$ cat src/rtl/dcache_write_buffer_pkg.sv
// Shared constants for the d-cache posted write buffer.
//   PHYS_ADDR_SIZE : physical byte-address width
//   WBUF_LINE_W    : cache line width in bits
//   WBUF_DEPTH     : default number of buffered lines
//   WBUF_IDLE/DRAIN/FLUSH : controller state encoding
package dcache_write_buffer_pkg;

    localparam int PHYS_ADDR_SIZE = 32;
    localparam int WBUF_LINE_W    = 128;
    localparam int WBUF_DEPTH     = 4;

    typedef logic [1:0] wbuf_state_t;

    localparam logic [1:0] WBUF_IDLE  = 2'd0;
    localparam logic [1:0] WBUF_DRAIN = 2'd1;
    localparam logic [1:0] WBUF_FLUSH = 2'd2;

endpackage

$ cat src/rtl/wbuf_match.sv
// Address comparator with age-priority select over the buffer entries.
//   valids : per-entry valid bits
//   addrs  : per-entry line addresses
//   head   : index of the oldest entry (age 0)
//   probe  : address being searched for
//   hit    : some valid entry matches
//   index  : the newest matching entry
//   is_head: the newest match is the head entry
module wbuf_match #(
    parameter int DEPTH  = 4,
    parameter int ADDR_W = 28,
    parameter int PTR_W  = $clog2(DEPTH)
) (
    input  logic [DEPTH-1:0]             valids,
    input  logic [DEPTH-1:0][ADDR_W-1:0] addrs,
    input  logic [PTR_W-1:0]             head,
    input  logic [ADDR_W-1:0]            probe,
    output logic                         hit,
    output logic [PTR_W-1:0]             index,
    output logic                         is_head
);

    logic [DEPTH-1:0] match;

    genvar g;
    generate
        for (g = 0; g < DEPTH; g++) begin : g_cmp
            assign match[g] = valids[g] && (addrs[g] == probe);
        end
    endgenerate

    // Age is the distance from head in ring order; the largest age among
    // matches is the most recently written copy.
    logic [PTR_W-1:0] age;
    logic [PTR_W-1:0] best_age;

    always_comb begin
        hit      = 1'b0;
        index    = head;
        age      = '0;
        best_age = '0;
        for (int i = 0; i < DEPTH; i++) begin
            age = PTR_W'(i) - head;
            if (match[i] && (!hit || age > best_age)) begin
                hit      = 1'b1;
                index    = PTR_W'(i);
                best_age = age;
            end
        end
        is_head = hit && (index == head);
    end

endmodule

$ cat src/rtl/dcache_write_buffer.sv
// Posted write buffer between d-cache eviction and the memory arbiter.
// Evicted dirty lines are accepted in one cycle, drained to memory in FIFO
// order, and refill lookups see the newest buffered copy.
//   clock, rst                 : clock, async active-high reset
//   enq_valid/addr/data/ready  : eviction input handshake
//   lookup_valid/addr/hit/data : combinational refill probe
//   flush/flush_done           : drain-all request and completion pulse
//   mem_wr_req/addr/data/ack   : head entry offered to the arbiter
//   count/empty/full           : occupancy
module dcache_write_buffer
    import dcache_write_buffer_pkg::*;
#(
    parameter int DEPTH  = WBUF_DEPTH,
    parameter int ADDR_W = PHYS_ADDR_SIZE - 4,
    parameter int LINE_W = WBUF_LINE_W
) (
    input  logic                       clock,
    input  logic                       rst,
    input  logic                       enq_valid,
    input  logic [ADDR_W-1:0]          enq_addr,
    input  logic [LINE_W-1:0]          enq_data,
    output logic                       enq_ready,
    input  logic                       lookup_valid,
    input  logic [ADDR_W-1:0]          lookup_addr,
    output logic                       lookup_hit,
    output logic [LINE_W-1:0]          lookup_data,
    input  logic                       flush,
    output logic                       flush_done,
    output logic                       mem_wr_req,
    output logic [ADDR_W-1:0]          mem_wr_addr,
    output logic [LINE_W-1:0]          mem_wr_data,
    input  logic                       mem_wr_ack,
    output logic [$clog2(DEPTH+1)-1:0] count,
    output logic                       empty,
    output logic                       full
);

    localparam int PTR_W = $clog2(DEPTH);
    localparam int CNT_W = $clog2(DEPTH+1);

    logic [DEPTH-1:0]             valid;
    logic [DEPTH-1:0][ADDR_W-1:0] addr_q;
    logic [DEPTH-1:0][LINE_W-1:0] data_q;
    logic [PTR_W-1:0]             head;
    logic [PTR_W-1:0]             tail;
    wbuf_state_t                  state;
    wbuf_state_t                  state_next;
    logic [CNT_W-1:0]             count_next;
    logic                         done_next;

    logic accept, pop, coalesce, alloc;

    // ---------------- occupancy / handshakes ----------------
    assign empty      = (count == '0);
    assign full       = (count == CNT_W'(DEPTH));
    // Registers only: a same-cycle ack must not open the door for an enqueue.
    assign enq_ready  = !full && (state != WBUF_FLUSH);
    assign accept     = enq_valid && enq_ready;
    assign mem_wr_req = !empty;
    assign pop        = mem_wr_req && mem_wr_ack;

    assign mem_wr_addr = mem_wr_req ? addr_q[head] : '0;
    assign mem_wr_data = mem_wr_req ? data_q[head] : '0;

    // ---------------- coalesce search ----------------
    logic             c_hit, c_is_head;
    logic [PTR_W-1:0] c_idx;

    wbuf_match #(.DEPTH(DEPTH), .ADDR_W(ADDR_W)) u_match_enq (
        .valids  (valid),
        .addrs   (addr_q),
        .head    (head),
        .probe   (enq_addr),
        .hit     (c_hit),
        .index   (c_idx),
        .is_head (c_is_head)
    );

    // The head may be on the bus, so a match on it alone forces a new slot.
    // If the newest match is the head, no non-head copy exists.
    assign coalesce = accept && c_hit && !c_is_head;
    assign alloc    = accept && !coalesce;

    // ---------------- lookup ----------------
    logic             l_hit, l_is_head;
    logic [PTR_W-1:0] l_idx;

    wbuf_match #(.DEPTH(DEPTH), .ADDR_W(ADDR_W)) u_match_lkp (
        .valids  (valid),
        .addrs   (addr_q),
        .head    (head),
        .probe   (lookup_addr),
        .hit     (l_hit),
        .index   (l_idx),
        .is_head (l_is_head)
    );

    // Same-cycle enqueue is newer than anything stored, so it wins.
    always_comb begin
        lookup_hit  = 1'b0;
        lookup_data = '0;
        if (lookup_valid) begin
            if (accept && (enq_addr == lookup_addr)) begin
                lookup_hit  = 1'b1;
                lookup_data = enq_data;
            end else if (l_hit) begin
                lookup_hit  = 1'b1;
                lookup_data = data_q[l_idx];
            end
        end
    end

    // ---------------- next count / state ----------------
    always_comb begin
        count_next = count;
        case ({alloc, pop})
            2'b10:   count_next = count + CNT_W'(1);
            2'b01:   count_next = count - CNT_W'(1);
            default: count_next = count;
        endcase
    end

    // Once the buffer will be empty, any pending flush completes and the
    // controller idles; otherwise a flush (new or ongoing) holds FLUSH.
    // A flush raised in IDLE together with an allocate goes to FLUSH.
    always_comb begin
        state_next = state;
        done_next  = 1'b0;
        if (count_next == '0) begin
            state_next = WBUF_IDLE;
            done_next  = flush || (state == WBUF_FLUSH);
        end else if (flush || state == WBUF_FLUSH) begin
            state_next = WBUF_FLUSH;
        end else begin
            state_next = WBUF_DRAIN;
        end
    end

    // ---------------- sequential ----------------
    always_ff @(posedge clock or posedge rst) begin
        if (rst) begin
            valid      <= '0;
            head       <= '0;
            tail       <= '0;
            count      <= '0;
            state      <= WBUF_IDLE;
            flush_done <= 1'b0;
        end else begin
            // Alloc and pop never touch the same slot: pop needs a non-empty
            // buffer, and then tail != head unless full (no alloc).
            if (pop) begin
                valid[head] <= 1'b0;
                head        <= head + PTR_W'(1);
            end
            if (alloc) begin
                valid[tail] <= 1'b1;
                tail        <= tail + PTR_W'(1);
            end
            count      <= count_next;
            state      <= state_next;
            flush_done <= done_next;
        end
    end

    // Payload storage is qualified by the valid bits and needs no reset.
    always_ff @(posedge clock) begin
        if (alloc) begin
            addr_q[tail] <= enq_addr;
            data_q[tail] <= enq_data;
        end else if (coalesce) begin
            data_q[c_idx] <= enq_data;
        end
    end

endmodule
$ cat config.mk
export PLATFORM = sky130hd
export DESIGN_NAME = dcache_write_buffer
export DESIGN_NICKNAME = d
export VERILOG_FILES = /design/src/rtl/dcache_write_buffer_pkg.sv /design/src/rtl/wbuf_match.sv /design/src/rtl/dcache_write_buffer.sv
export SDC_FILE = /design/constraint.sdc
export NUM_CORES = 2
export LEC_CHECK = 0
export CAP_MARGIN = 10
export CORE_UTILIZATION = 63
export CTS_BUF_LIST = sky130_fd_sc_hd__clkbuf_4
export DETAILED_ROUTE_END_ITERATION = 7
export PLACE_DENSITY = 0.9
export SLEW_MARGIN = 20
export SYNTH_ARGS = -nofsm -noshare
export SYNTH_HDL_FRONTEND = slang
export SYNTH_SLANG_ARGS = --single-unit
$ cat constraint.sdc
create_clock -name clock -period 24 [get_ports clock]
set_input_delay 2.4 -clock clock [delete_from_list [all_inputs] [get_ports clock]]
set_output_delay 2.4 -clock clock [all_outputs]
set_load 0.05 [all_outputs]
==> impl_metrics.env <==
export IMPL_outcome="finished clean"
export IMPL_reg2reg_setup_slack_ns=16.01
export IMPL_clock_latency_ns=1.02
export IMPL_timing_setup_tns_ns=0
export IMPL_yosysUniqueCellTypes=73
export IMPL_io_pins=483
export IMPL_pwr_share_comb_pct=56.1
export IMPL_synth_area_mm2=0.03903
export IMPL_dpl_worst_slack_ns=11.48
export IMPL_rsz0062_at_grt="no"
export IMPL_r2r_start="addr_q[55]"
export IMPL_cts_resized=0
export IMPL_die_h_um=250.9
export IMPL_die_area_mm2=0.06296
export IMPL_gp_congestion=1.024
export IMPL_p_sw_share_pct=46.13
export IMPL_post_dp_hpwl_um=76490
export IMPL_start_kind="input port"
export IMPL_endpoint_kind="output port"
export IMPL_slowest_delay_ns=0.98
export IMPL_cts_max_path_buffers=3
export IMPL_ys_ff_latch=638
export IMPL_max_slew_margin_pct=18.91
export IMPL_synth_edf_count=624
export IMPL_area_delta_synth_final_pct=17.00
export IMPL_grt_pass1_vias=28830
export IMPL_setup_viol=0
export IMPL_cp_arrival_ns=10.32
export IMPL_hold_viol_final=0
export IMPL_ant_nets=0
export IMPL_cts_sinks=638
export IMPL_syn_avg_cell_area_um2=13.72
export IMPL_ctsRootBufferMaster="clkbuf_4"
export IMPL_routed_via_density=6.863
export IMPL_maxSlewViolCount=0
export IMPL_grt_first_pass_wirelength_um=183700
export IMPL_worstMarginPinSlew_ns=1.216
export IMPL_multi_input_area_mm2=0.01822
export IMPL_path_cells="clkdlybuf4s50_1 > xor2_1 > nor4_1 > nand4_1 > o21ba_1 > a22oi_1 > ha_1 > nor2b_1 > o21ai_0 > a21boi_0 > nor2_1 > mux2_2 > ha_1 > a21oi_1 > a21oi_1 > a31oi_1 > o32ai_4 > buf_4 > buf_4 > mux2i_1 > o221ai_1 > clkdlybuf4s50_1"
export IMPL_dominantRegCellSynth="edfxtp_1"
export IMPL_cts_tree="built"
export IMPL_maxCapViolCount=0
export IMPL_power_internal_mw=3.271
export IMPL_mostFrequentLayoutCell="edfxtp_1"
export IMPL_vdd_drop_max_mv=0.1482
export IMPL_regArea_mm2=0.01910
export IMPL_first_pass_iters=6
export IMPL_grt_max_degree=151
export IMPL_overflow=0
export IMPL_slowest_stage="buf_4"
export IMPL_die_x_um=250.9
export IMPL_cellPowerDensity_mw_per_mm2=133.0
export IMPL_cp_endpoint="lookup_data[94]"
export IMPL_whs_path_depth=2
export IMPL_cts_clk_slew_worst_paths_ns=0.07
export IMPL_syn_inst=2846
export IMPL_initial_core_util_pct=64.19
export IMPL_fmax_ghz=0.07860
export IMPL_final_nets=3451
export IMPL_hold_ws_ns=0.6083
export IMPL_num_fill_cells=3752
export IMPL_yosysWarnings=0
export IMPL_ys_seq_area_share_pct=48.90
export IMPL_initialDrtViolationCount=3550
export IMPL_async_reset_ff_share_pct=2.194
export IMPL_fin_skew_ns=0.06778
export IMPL_fin_ws_ns=11.28
export IMPL_worst_path_max_fanout=64
export IMPL_numCtsBuffers=166
export IMPL_path_class="input port to output port"
export IMPL_p_leak_nw=15.40
export IMPL_post_route_min_period_ns=12.72
export IMPL_fin_crit_sh_pct=53.01
export IMPL_routed_wl_um=124500
export IMPL_reg2reg_to="data_q[285]"
export IMPL_core_mm2=0.06081
export IMPL_hp_class="flip-flop to flip-flop"
export IMPL_grt_util_all_layers_pct=39.21
export IMPL_crit_path_start="lookup_addr[20]"
export IMPL_final_cell_mix="edfxtp_1, clkdlybuf4s50_1, mux2i_1, clkbuf_4, xnor2_1"
export IMPL_drc=0
export IMPL_worst_ep_required_time_ns=21.60
export IMPL_clkPwrFrac_pct=15.3
export IMPL_r2r_worst_path_cells=20
export IMPL_pwr_share_seq_pct=28.7
export IMPL_p_switching_mw=2.802
export IMPL_htree_levels=4
export IMPL_port_buffers=482
export IMPL_postCtsSetupBuffers=0
export IMPL_postCtsHoldBufs=0
export IMPL_detail_route_wl_per_cell_um=29.98
export IMPL_layout_drive_gt1_share_pct=23.35
export IMPL_synthesis_nets=3055
export IMPL_rows=90
export IMPL_antenna_found_initial=24
export IMPL_vias=28500
-- power by group through the flow --
stage / clock, mW / combinational [mW] / sequential [mW]
after floorplan: 0 / 2.47 / 1.72
after global placement: 0 / 3.32 / 1.74
after detailed placement: 0 / 3.36 / 1.76
after CTS: 0.935 / 3.37 / 1.74
after global routing: 0.993 / 3.52 / 1.76
final: 0.929 / 3.40 / 1.74
-- how the worst min path moves through the flow --
stage	slack (ns)	startpoint	end
2_1_floorplan	0.47	valid[0]	valid[0]
3_3_place_gp	0.55	tail[1]	tail[1]
3_5_place_dp	0.59	count[0]	count[0]
4_1_cts	0.61	count[0]	count[0]
5_1_grt	0.63	tail[1]	tail[1]
6_report	0.61	valid[1]	valid[1]
-- Yosys cell counts, types with 9 or more instances --
cell type	n	area, µm²
a21boi_1	56	420.4
clkbuf_1	113	424.2
nand4_1	53	331.6
nand2_1	157	589.3
a21oi_1	13	65.06
edfxtp_1	624	18740
buf_2	59	295.3
buf_6	54	608.1
xnor2_1	173	1515
buf_1	24	90.09
nor2_1	18	67.56
nor3b_1	19	142.6
ha_1	18	225.2
mux4_2	156	3513
nor4_1	29	181.4
nor3b_2	109	1364
and2_1	160	1001
nand3_1	19	95.09
o221ai_1	131	1147
nand2b_1	9	56.30
mux2i_1	256	2562
a21boi_0	160	1201
xor2_1	75	656.9
inv_1	28	105.1
buf_4	38	285.3
a21boi_2	171	1926
dfrtp_1	14	350.3
-- routing by layer --
metal | global-route usage, % | vias up | routed length [µm]
met5 | 0 | - | 122
met4 | 18.85 | 18 | 6190
met2 | 62.17 | 2096 | 59460
met1 | 51.19 | 14190 | 44770
li1 | - | 11840 | -
met3 | 9.236 | 358 | 13980
-- state kept, by name, indices dropped and copies added (netlist names) --
signal and count:
data_q 512, addr_q 112, valid 4, count 3
head 2, state 2, tail 2, flush_done 1
-- critical path, delay by kind of cell --
kind / cells / cell delay, ns
AOI/OAI and AO/OA: 9 / 2.08
xor gates and xnor gates: 1 / 0.25
adders and majority gates: 2 / 0.58
buffers and inverters: 4 / 3.17
muxes: 2 / 0.47
and+or+nand+nor: 4 / 1.29
-- kinds of logic (layout without fill, tap and decap cells) --
logic type / Yosys count / after routing / share of synthesized area, %
muxes: 419 / 419 / 15.77
DFF: 638 / 638 / 48.90
xor gates and xnor gates: 253 / 253 / 5.773
buffers and inverters: 323 / 835 / 4.760
adders and majority gates: 19 / 19 / 0.6283
and+or+nand+nor: 626 / 626 / 11.05
other: 0 / 13 / 0
AOI/OAI and AO/OA: 568 / 568 / 13.12
-- final cells by class --
cell class / instances / area share [%]
Sequential cell: 638 / 41.81
Tap cell: 782 / 2.142
Timing Repair Buffer: 523 / 11.42
Inverter: 28 / 0.2301
Antenna cell: 13 / 0.07123
Clock buffer: 240 / 3.945
Clock inverter: 44 / 0.4822
Multi-Input combinational cell: 1885 / 39.90
-- through the flow --
stage | power (mW) | cells | util [%] | area [µm²]
after CTS | 6.046 | 4140 | 75.05 | 45640
after detailed placement | 5.115 | 3856 | 71.73 | 43620
final | 6.073 | 4153 | 75.11 | 45670
after global placement | 5.056 | 3855 | 71.68 | 43590
after floorplan | 4.199 | 2846 | - | 39030
after global routing | 6.272 | 4152 | 75.10 | 45670
(Power assumes the default switching activity.)
